`src/rtl/expr_pkg.sv`:
```
// Shared constants and types for the arithmetic expression stream evaluator
// and its character classifier.
package expr_pkg;

  localparam logic [7:0] CH_0   = 8'd48;
  localparam logic [7:0] CH_9   = 8'd57;
  localparam logic [7:0] CH_ADD = 8'd43;
  localparam logic [7:0] CH_MUL = 8'd42;
  localparam logic [7:0] CH_EQ  = 8'd61;

  typedef enum logic [1:0] {
    EXP_DIGIT = 2'd0,
    EXP_OP    = 2'd1,
    ERR       = 2'd2,
    RESULT    = 2'd3
  } state_t;

  typedef enum logic [2:0] {
    CL_DIGIT = 3'd0,
    CL_ADD   = 3'd1,
    CL_MUL   = 3'd2,
    CL_EQ    = 3'd3,
    CL_OTHER = 3'd4
  } char_class_t;

endpackage

```
`src/rtl/expr_char_class.sv`:
```
// Combinational ASCII classifier: maps a character to its class and, for
// digits, its numeric value.
module expr_char_class
  import expr_pkg::*;
(
  input  logic [7:0]  ch,
  output char_class_t cls,
  output logic [3:0]  dval
);

  always_comb begin
    cls  = CL_OTHER;
    dval = 4'd0;
    if (ch >= CH_0 && ch <= CH_9) begin
      cls  = CL_DIGIT;
      dval = 4'(ch - CH_0);
    end else if (ch == CH_ADD) begin
      cls = CL_ADD;
    end else if (ch == CH_MUL) begin
      cls = CL_MUL;
    end else if (ch == CH_EQ) begin
      cls = CL_EQ;
    end
  end

endmodule

```
`src/rtl/expr_stream_eval.sv`:
```
// Streaming evaluator for digit (op digit)* expressions with '*' over '+'
// precedence; '=' closes an expression and strobes the result.
//
// state     | meaning
// EXP_DIGIT | waiting for a digit (expression start or after an operator)
// EXP_OP    | waiting for '+', '*' or '='
// ERR       | syntax error seen, absorbing characters until '='
// RESULT    | one-cycle result strobe, input stalled
module expr_stream_eval
  import expr_pkg::*;
#(
  parameter int W = 16
) (
  input  logic         clk,
  input  logic         clr,
  input  logic         in_valid,
  input  logic [7:0]   in_char,
  output logic         in_ready,
  output logic         res_valid,
  output logic [W-1:0] res_value,
  output logic         res_error,
  output logic         busy
);

  state_t      state_q, state_n;
  logic [W-1:0] sum_q, sum_n, prod_q, prod_n;
  logic [W-1:0] res_value_n;
  logic         mul_pend_q, mul_pend_n;
  logic         res_error_n;
  char_class_t  cls;
  logic [3:0]   dval;
  logic [W-1:0] dig_w;
  logic         xfer;

  expr_char_class u_class (
    .ch   (in_char),
    .cls  (cls),
    .dval (dval)
  );

  assign dig_w    = W'(dval);
  assign in_ready = (state_q != RESULT) && !clr;
  assign xfer     = in_valid && in_ready;
  // RESULT is a pure strobe cycle; the accumulators are cleared on its exit.
  assign busy     = (state_q != RESULT) &&
                    ((state_q != EXP_DIGIT) || (|sum_q) || (|prod_q) || mul_pend_q);

  always_ff @(posedge clk) begin
    if (clr) begin
      state_q    <= EXP_DIGIT;
      sum_q      <= '0;
      prod_q     <= '0;
      mul_pend_q <= 1'b0;
      res_valid  <= 1'b0;
      res_value  <= '0;
      res_error  <= 1'b0;
    end else begin
      state_q    <= state_n;
      sum_q      <= sum_n;
      prod_q     <= prod_n;
      mul_pend_q <= mul_pend_n;
      res_valid  <= (state_n == RESULT);
      res_value  <= res_value_n;
      res_error  <= res_error_n;
    end
  end

  always_comb begin
    state_n     = state_q;
    sum_n       = sum_q;
    prod_n      = prod_q;
    mul_pend_n  = mul_pend_q;
    res_value_n = res_value;
    res_error_n = res_error;
    case (state_q)
      EXP_DIGIT: begin
        if (xfer) begin
          case (cls)
            CL_DIGIT: begin
              prod_n     = mul_pend_q ? W'(prod_q * dig_w) : dig_w;
              mul_pend_n = 1'b0;
              state_n    = EXP_OP;
            end
            CL_EQ: begin
              res_value_n = '0;
              res_error_n = 1'b1;
              state_n     = RESULT;
            end
            default: state_n = ERR;
          endcase
        end
      end
      EXP_OP: begin
        if (xfer) begin
          case (cls)
            CL_ADD: begin
              sum_n   = sum_q + prod_q;
              state_n = EXP_DIGIT;
            end
            CL_MUL: begin
              mul_pend_n = 1'b1;
              state_n    = EXP_DIGIT;
            end
            CL_EQ: begin
              res_value_n = sum_q + prod_q;
              res_error_n = 1'b0;
              state_n     = RESULT;
            end
            default: state_n = ERR;
          endcase
        end
      end
      ERR: begin
        if (xfer && cls == CL_EQ) begin
          res_value_n = '0;
          res_error_n = 1'b1;
          state_n     = RESULT;
        end
      end
      RESULT: begin
        sum_n      = '0;
        prod_n     = '0;
        mul_pend_n = 1'b0;
        state_n    = EXP_DIGIT;
      end
      default: state_n = EXP_DIGIT;
    endcase
  end

endmodule

```
`config.mk`:
```
export PLATFORM = sky130hd
export DESIGN_NAME = expr_stream_eval
export DESIGN_NICKNAME = d
export VERILOG_FILES = /design/src/rtl/expr_pkg.sv /design/src/rtl/expr_char_class.sv /design/src/rtl/expr_stream_eval.sv
export SDC_FILE = /design/constraint.sdc
export NUM_CORES = 1
export LEC_CHECK = 0
export ABC_AREA = 1
export CORE_UTILIZATION = 30
export CTS_CLUSTER_DIAMETER = 60
export DETAILED_ROUTE_END_ITERATION = 8
export PLACE_DENSITY = 0.53
export RECOVER_POWER = 100
export SYNTH_ARGS = -nofsm -noshare
export SYNTH_HDL_FRONTEND = slang
export SYNTH_SLANG_ARGS = --single-unit
```
`constraint.sdc`:
```
create_clock -name clk -period 6.7 [get_ports clk]
set_input_delay 1.675 -clock clk [delete_from_list [all_inputs] [get_ports clk]]
set_output_delay 1.675 -clock clk [all_outputs]
set_load 0.03 [all_outputs]
```
# Yosys cells after proc, flatten, opt, wreduce, memory -nomap -nowiden

Cells that the tools add are included.

Add/subtract/negate cells: 2
Multipliers: 1
$lt $le $gt $ge: 2
Eq/ne operators: 19
Mux-type cells: 35
Reductions and logical operators: 23

Operators with widths:

| cell                                                           | count |
|---|---|
| two-way mux 16 bit                                             | 10 |
| case mux 16 bit (2 select lines)                               | 2 |
| case mux 16 bit (3 select lines)                               | 1 |
| OR reduction 16 bit                                            | 2 |
| equality test 8 x 6 -> 1 bit, second input constant            | 3 |
| adder 16 bit                                                   | 1 |
| multiplier 16 x 4 -> 16 bit                                    | 1 |
| inequality test 2 bit, second input constant                   | 8 |
| two-way mux 3 bit                                              | 4 |
| two-way mux 1 bit                                              | 9 |
| >= comparator 8 x 6 -> 1 bit, second input constant            | 1 |
| less-or-equal comparator 8 x 6 -> 1 bit, second input constant | 1 |
| case mux 2 bit (2 select lines)                                | 2 |
| case mux 2 bit (4 select lines)                                | 1 |
| equality test 2 bit, second input constant                     | 3 |
| equality test 3 x 2 -> 1 bit, second input constant            | 2 |
| two-way mux 2 bit                                              | 3 |
| case mux 1 bit (3 select lines)                                | 2 |
| AND reduction 3 bit                                            | 2 |
| AND reduction 6 bit                                            | 1 |
| nonzero test 2 bit                                             | 3 |
| nonzero test 3 bit                                             | 2 |
| logical AND 1 bit                                              | 5 |
| AND reduction 5 bit                                            | 1 |
| 10 further kinds                                               | 12 |

Register bits after elaboration: 53
Bits of input ports: 11
Output and inout port bits: 20
Logic and storage cells: 89

# Longest topological paths before layout

Gate-level depths: netlist of run 1.

Depth after elaboration: 11
Depth in mapped cells: 22
Depth with buffers taken out: 21

# By module

From an unflattened synthesis of run 1, not the netlist that was laid out.

Cell total of the unflattened synthesis: 798
Area, all modules: 4994.8 µm²

By module, submodules not included:

| module           | instances | cells each | area each (µm²) | seq. area each (µm²) |
|---|---|---|---|---|
| expr_stream_eval | 1         | 757        | 4817.1          | 1061.0 |
| expr_char_class  | 1         | 41         | 177.7           | 0.0 |

# Least setup slack after synthesis of run 1

No wires, ideal clock.

Path kind: input -> register
Start point: input port in_char[2]
End point: register prod_q[15]
Arrival: 4.630 ns
Required time: 6.587 ns
Path slack: 1.956 ns
Stages on the path: 18
Path buffers: 1
Path through: nand2_1 nand2_1 nor2_2 nand2_1 clkbuf_1 nor2_1 fa_1 inv_1 fa_1 inv_1 ha_1 a21oi_1 o21ai_0 a21o_1 a21oi_1 nand3_1 nand3_1 nand2_1

Cells in the longest elaborated chain, start to end: 8
Elaborated cells on any way between the ends: 20
Classes of those cells: 1 x add/sub; 1 x mul; 2 x order compare; 4 x eq/ne; 9 x mux; 3 x reduce/logical

Ends and longest elaborated chain:

| item                                                                    | line                                          | text |
|---|---|---|
| from (decl)                                                             | expr_stream_eval.sv:17                        | `input logic [7:0] in_char,` |
| >= comparator 8 x 6 -> 1 bit (tied with other cells)                    | expr_char_class.sv:14                         | `if (ch >= CH_0 && ch <= CH_9) begin` |
| logical AND 1 bit or two-way mux 3 bit (tied branches)                  | expr_char_class.sv:14, expr_char_class.sv:21  |  |
| two-way mux 4 bit or two-way mux 3 bit (tied branches)                  | expr_char_class.sv:14, expr_char_class.sv:19  |  |
| multiplier 16 x 4 -> 16 bit or two-way mux 3 bit (tied branches)        | expr_stream_eval.sv:80, expr_char_class.sv:17 |  |
| two-way mux 16 bit or two-way mux 3 bit (tied branches)                 | expr_stream_eval.sv:80, expr_char_class.sv:14 |  |
| two-way mux 16 bit or zero test 3 bit (tied branches)                   | expr_stream_eval.sv:78                        | `case (cls)` |
| two-way mux 16 bit or inequality test 2 x 1 -> 1 bit (tied branches)    | -                                             |  |
| case mux 16 bit (2 select lines) or AND reduction 3 bit (tied branches) | -                                             |  |
| to (signal assigned)                                                    | expr_stream_eval.sv:60                        | `prod_q <= prod_n;` |
| to (decl)                                                               | expr_stream_eval.sv:26                        | `logic [W-1:0] sum_q, sum_n, prod_q, prod_n;` |

Parallel ways exist; a longest one is shown, timed or not. The select of a mux whose other input is x is not followed.
A chain may end at the register's enable or synchronous reset.

# Final worst setup path of run 1

Start point: input port in_char[2]
End point: register prod_q[12]

The elaborated chain is that of the path after synthesis.

==> impl_results.md, run 1 <==
* CTS tree: built
* Die width at 127 um
* Final HPWL from detailed placement at between 10000 and 15000 um
* Max-slew headroom at -0.161
* Max H-tree Level at 2
* R2r endpoint: res_value[14]$_SDFFE_PP0P_
* Crit path launch type: primary input
* Ant diodes at 0
* CP Max Fanout at 11
* WL final at 12900 um
* GR Overflow Total at 0
* Worst setup path start: in_char[2]
* Vias at 4376
* Yosys warns at 0
* Clock Latency Late Sink at 0.30 ns
* First-pass GRT wire length at 21600 um
* Worst slack at placement at roughly 0.83 ns
* RSZ-0062 raised after global routing: false
* Critical Path Sink Type: flop
* Routed WL per cell at 13.8 um
* # Post-CTS Setup Buffers at 0
* GRT Total Usage at 0.168
* Tcrit/Tclk final at 0.866
* Area grow syn2layout at 12.4%
* Vias in the first global route at 4222
* Worst setup margin at 0.897 ns
* Die area at 0.0162 mm^2
* FF-to-FF setup slack at between 3 and 4 ns
* TritonCTS Buffers at 5
* Initial cell density of the core at 0.309
* GR peak layer: met2
* Resized cells post-CTS at 0
* Drt via density at ~4.7
* CTS sink cnt at 53
* Power Density at 127 mW/mm^2
* DRT iter0 DRCs at ~330
* Routability congestion estimate at 0.883
* DRT antenna net count at 0
* Total core area at roughly 0.015 mm^2
* Worst setup endpoint: prod_q[12]$_SDFFE_PP0P_
* Reg2reg path depth at 9
* TNS Setup at 0 ns
* Tmin final at 5.80 ns
* Min-delay worst type: flop to flop
* Required time of the critical path at between 6 and 7 ns
* Syn Nets at 764
* Initial antenna violation count at 0
* Arr. time, crit path at 5.98 ns
* Yosys cell types at 43
* M3 GR Usage at 0.0239
* Die Y-Extent at 127 um
* Clock Pin Slew Worst Setup and Hold Paths at 0.08 ns
* Pins Over Slew Limit at 16
* Fin. Hold Viols at 0
* Share of post-route cells with drive strength above 1 at 0.0443
* Final Setup Violations at 0
* Slew @ Worst Pin at around 1.7 ns
* Met2 usage at 0.283
* Status: finished, violations left
* Clock root cell: clkbuf_16
* Syn Inst Count at 696
* Leading cell type in the layout, fill and taps excluded: nand2_1
* Mapped Avg Cell Area at 6.78 um^2
* Worst r2r src: state_q[0]$_SDFF_PP0_
* Flops & latches, synth at 53
* Highest clock rate at 172 MHz
* Peak supply drop at 0.0904 mV
* Mapped cell area at 0.00472 mm^2
* Most frequent cells in the layout: nand2_1, inv_1, nor2_1
* Register area share after synthesis at 0.225
* DR DRC count at 0
* Setup CP Type: primary input to flop
* Leak at 2.46 nW
* IO Port Bufs at 30
* Std cell rows at 45
* Nets at between 700 and 800
* Io pins at 31
* Hold_ws at 0.460 ns
* Setup Skew at ~0.0068 ns
* Pin count of the biggest net entering global routing at 36
* Grt met1 use at 0.231
* Post-CTS Hold Buffers at 0
* Final Power at 0.674 mW
* Violated checks: capacitance limit, slew limit
* CTS Buffer Depth at 2
* Drt first pass iters at 5
* # Max-Cap Violations at 1
-- metal layers --
metal  share of wire  up-vias
li1                -     2287
met1            0.48     2017
met2            0.47       63
met3           0.040        9
met4          0.0093        0
met5               0        -
-- cells by family after synthesis --
logic type / count (synthesis) / share of synthesized area
adders and majority gates: 57 / 0.193
xor gates and xnor gates: 9 / 0.0167
DFF: 53 / 0.225
AOI/OAI and AO/OA: 105 / 0.125
and+or+nand+nor: 346 / 0.333
buffers and inverters: 126 / 0.109
-- area by class of cell --
cell class / instances / area, um^2
repair buffers: 32 / 315
inverters: 113 / 428
clock buffers: 5 / 125
multi-input cells: 517 / 3090
flip-flops and latches: 53 / 1060
clock inverters: 3 / 25.0
well taps: 211 / 264
fillers: 1678 / 9950
-- critical path, cell delays in order --
cell	delay [ns]
dlygate4sd3_1	0.61
nand2_1	0.18
nand2_1	0.09
nor2_1	0.35
nand2_1	0.36
inv_1	0.20
nand2_1	0.09
fa_1	0.51
fa_1	0.54
inv_1	0.07
fa_1	0.46
nand3_1	0.09
nand2_1	0.14
nand2_1	0.10
nand2_1	0.08
nand2_1	0.08
nand3_1	0.09
a21oi_1	0.16
o22ai_2	0.09
-- Yosys cell counts (all sizes together) --
cell type / n / share of area
xor2: 7 / 0.013
dfxtp: 53 / 0.22
xnor2: 2 / 0.0037
o21a: 1 / 0.0016
o211ai: 1 / 0.0016
nor4: 8 / 0.011
a211o: 1 / 0.0019
or2: 6 / 0.0080
clkinv: 2 / 0.0019
a21oi: 61 / 0.065
nand4: 7 / 0.0093
o21bai: 3 / 0.0048
o31ai: 2 / 0.0032
nand2: 172 / 0.14
fa: 26 / 0.11
nand3b: 3 / 0.0048
buf: 6 / 0.011
o22ai: 5 / 0.0080
nor2: 80 / 0.075
nand3: 62 / 0.068
inv: 111 / 0.090
a31oi: 4 / 0.0053
a21o: 5 / 0.0080
clkbuf: 7 / 0.0056
o21ai: 22 / 0.026
nor3: 8 / 0.013
ha: 31 / 0.082
-- worst min path at each step --
| stage | start | end | slack, ns | cells after the start |
|---|---|---|---|---|
| after floorplan | sum_q[3]$_SDFFE_PP0P_ | sum_q[3]$_SDFFE_PP0P_ | 0.46 | 2 |
| after global placement | res_value[3]$_SDFFE_PP0P_ | res_value[3]$_SDFFE_PP0P_ | 0.46 | 2 |
| after detailed placement | res_value[1]$_SDFFE_PP0P_ | res_value[1]$_SDFFE_PP0P_ | 0.46 | 2 |
| after CTS | res_value[1]$_SDFFE_PP0P_ | res_value[1]$_SDFFE_PP0P_ | 0.47 | 2 |
| after global routing | res_value[11]$_SDFFE_PP0P_ | res_value[11]$_SDFFE_PP0P_ | 0.48 | 2 |
| final | res_value[1]$_SDFFE_PP0P_ | res_value[1]$_SDFFE_PP0P_ | 0.46 | 2 |
-- sequential cells by signal, summed over array words and instances (netlist names) --
signal and cells:
mul_pend_q 1, prod_q 16, res_error 1, res_valid 1, res_value 16, state_q 2, sum_q 16
-- report_power, final --
| group | switching (mW) | internal, mW | leakage, nW |
|---|---|---|---|
| logic | 0.0501 | 0.0236 | 1.96 |
| clock network | 0.134 | 0.141 | 0.0704 |
| registers | 0.00652 | 0.319 | 0.427 |
-- stage by stage --
stage / util / area (um^2) / std cells
after floorplan: - / 4720 / 696
after global placement: 0.342 / 5220 / 926
after detailed placement: 0.342 / 5220 / 926
after CTS: 0.352 / 5370 / 934
after global routing: 0.348 / 5310 / 934
final: 0.348 / 5310 / 934
Power figures use the tool's default switching activity.
==> run 2, diff against run 1 <==
- CORE_UTILIZATION: 30 -> 65
- PLACE_DENSITY: 0.53 -> 0.94
- SLEW_MARGIN: unset -> 10
==> impl_results.md, run 2 (synthesized netlist as in run 1, its figures left out) <==
* Status: finished, violations left
* Violated checks: capacitance limit, slew limit
* IO Port Bufs at 30
* Min-delay worst type: flop to flop
* Vias in the first global route at 4786
* Nets at 791
* TritonCTS Buffers at 5
* First-pass GRT wire length at 21200 um
* Drt first pass iters at 5
* Routability congestion estimate at roughly 0.95
* DRT iter0 DRCs at ~340
* Top Registers: prod_q x16, res_value x16, sum_q x16
* TNS Setup at 0 ns
* Setup CP Type: primary input to flop
* Std cell rows at 30
* GRT Total Usage at 0.359
* Die Y-Extent at 87.2 um
* Clock power share at 0.337
* Sw Share at 0.306
* Initial antenna violation count at 0
* Max H-tree Level at 2
* Area grow syn2layout at 8.19%
* Share of post-route cells with drive strength above 1 at 0.0456
* Ant diodes at 0
* # Post-CTS Setup Buffers at 0
* CTS sink cnt at 53
* DR DRC count at 0
* Final HPWL from detailed placement at slightly above 10000 um
* Required time of the critical path at ~7 ns
* # Max-Cap Violations at 1
* Setup Skew at 0.00719 ns
* CP Max Fanout at 11
* Internal Power at around 0.42 mW
* Slew @ Worst Pin at 1.65 ns
* Io pins at 31
* Routed WL per cell at about 16 um
* Tcrit/Tclk final at 0.866
* Routed length on met3 at 895 um
* Flop pwr share at 0.540
* Met2 WL at 6380 um
* Clock root cell: clkbuf_8
* Final Setup Violations at 0
* Drt via density at 5.81
* Die area at 0.00760 mm^2
* Top layer in use: met4
* Resized cells post-CTS at 0
* Gate power share at 0.123
* Post-CTS Hold Buffers at 0
* Post-Route M1 WL at 4940 um
* Hold_ws at 0.467 ns
* Power Density at 118 mW/mm^2
* GR Overflow Total at 0
* Fillcell total at 578
* CTS Buffer Depth at 2
* Total core area at 0.00691 mm^2
* Max-slew headroom at -0.107
* Critical Path Sink Type: flop
* Fin. Hold Viols at 0
* Final Util at 0.739
* RSZ-0062 raised after global routing: false
* Die width at just under 90 um
* Arr. time, crit path at roughly 6.1 ns
* WL final at around 13000 um
* Most frequent cells in the layout: nand2_1, inv_1, nor2_1
* Vias at 4767
* Leak at ~2.4 nW
* Peak supply drop at 0.0792 mV
* Initial cell density of the core at 0.683
* Pins Over Slew Limit at 16
* Crit path launch type: primary input
* Highest clock rate at approximately 170 MHz
* Clock Pin Slew Worst Setup and Hold Paths at 0.11 ns
* FF+latch area at 0.00106 mm^2
* Net load switching power at approximately 0.18 mW
* Leading cell type in the layout, fill and taps excluded: nand2_1
* DRT antenna net count at 0
* Clock Latency Late Sink at 0.32 ns
* Pin count of the biggest net entering global routing at 36
* Area of the multi-input gates at 0.00308 mm^2
* Tmin final at 5.80 ns
* CTS tree: built
[run 2: changes by cell type in the layout (fill, tap and decap cells not counted)]
cell,delta
clkbuf_8,+5
nor2_1,+1
inv_1,-1
buf_4,+1
inv_2,+1
clkbuf_16,-5
nor2_4,-1
[run 2: area by class of cell]
class | count | area share
multi-input cells | 517 | 0.603
flip-flops and latches | 53 | 0.208
inverters | 113 | 0.0838
repair buffers | 33 | 0.0632
well taps | 96 | 0.0235
clock buffers | 5 | 0.0135
clock inverters | 3 | 0.00490
[run 2: path summary, 6_finish.rpt]
path                                             endpoint  slack [ns]                      start  cells past startpoint
worst min-delay path            res_value[4]$_SDFFE_PP0P_        0.47  res_value[4]$_SDFFE_PP0P_                      2
worst min register to register  res_value[4]$_SDFFE_PP0P_        0.47  res_value[4]$_SDFFE_PP0P_                      2
worst max register to register  res_value[4]$_SDFFE_PP0P_        3.26      state_q[1]$_SDFF_PP0_                      9
worst max-delay path               prod_q[8]$_SDFFE_PP0P_        0.90                 in_char[2]                     18
[run 2: per-layer routing]
layer  vias up  global-route usage
li1       2282                   -
met5         -                   0
met1      2214               0.416
met3        50              0.0569
met4         0               0.197
met2       221               0.636
[run 2: power by group through the flow]
stage / sequential, mW / clock [mW] / combinational (mW)
detailed placement: 0.333 / 0 / 0.0784
CTS: 0.326 / 0.196 / 0.0787
finish: 0.326 / 0.203 / 0.0740
floorplan: 0.330 / 0 / 0.0530
global placement: 0.332 / 0 / 0.0765
global route: 0.326 / 0.210 / 0.0788
[run 2: stage by stage]
step	setup WS (ns)	instance area (um^2)	instances	total power [mW]
3_3_place_gp	1.07	5080	812	0.409
4_1_cts	1.19	5170	820	0.600
5_1_grt	0.623	5100	820	0.614
3_5_place_dp	0.882	5080	812	0.411
6_report	0.896	5100	820	0.603
2_1_floorplan	1.96	4720	696	0.384
[run 2: worst max-delay path, cell delays in order]
cell and delay, ns:
dlygate4sd3_1 0.60, nand2_1 0.18, nand2_1 0.10, nor2_1 0.36
nand2_1 0.35, inv_1 0.19, nand2_1 0.09, fa_1 0.53
fa_1 0.55, inv_1 0.07, fa_1 0.47, nand3_1 0.09
nand2_1 0.13, a21o_1 0.19, a21oi_1 0.19, or2_2 0.15
nand3_1 0.06, o21ai_0 0.08
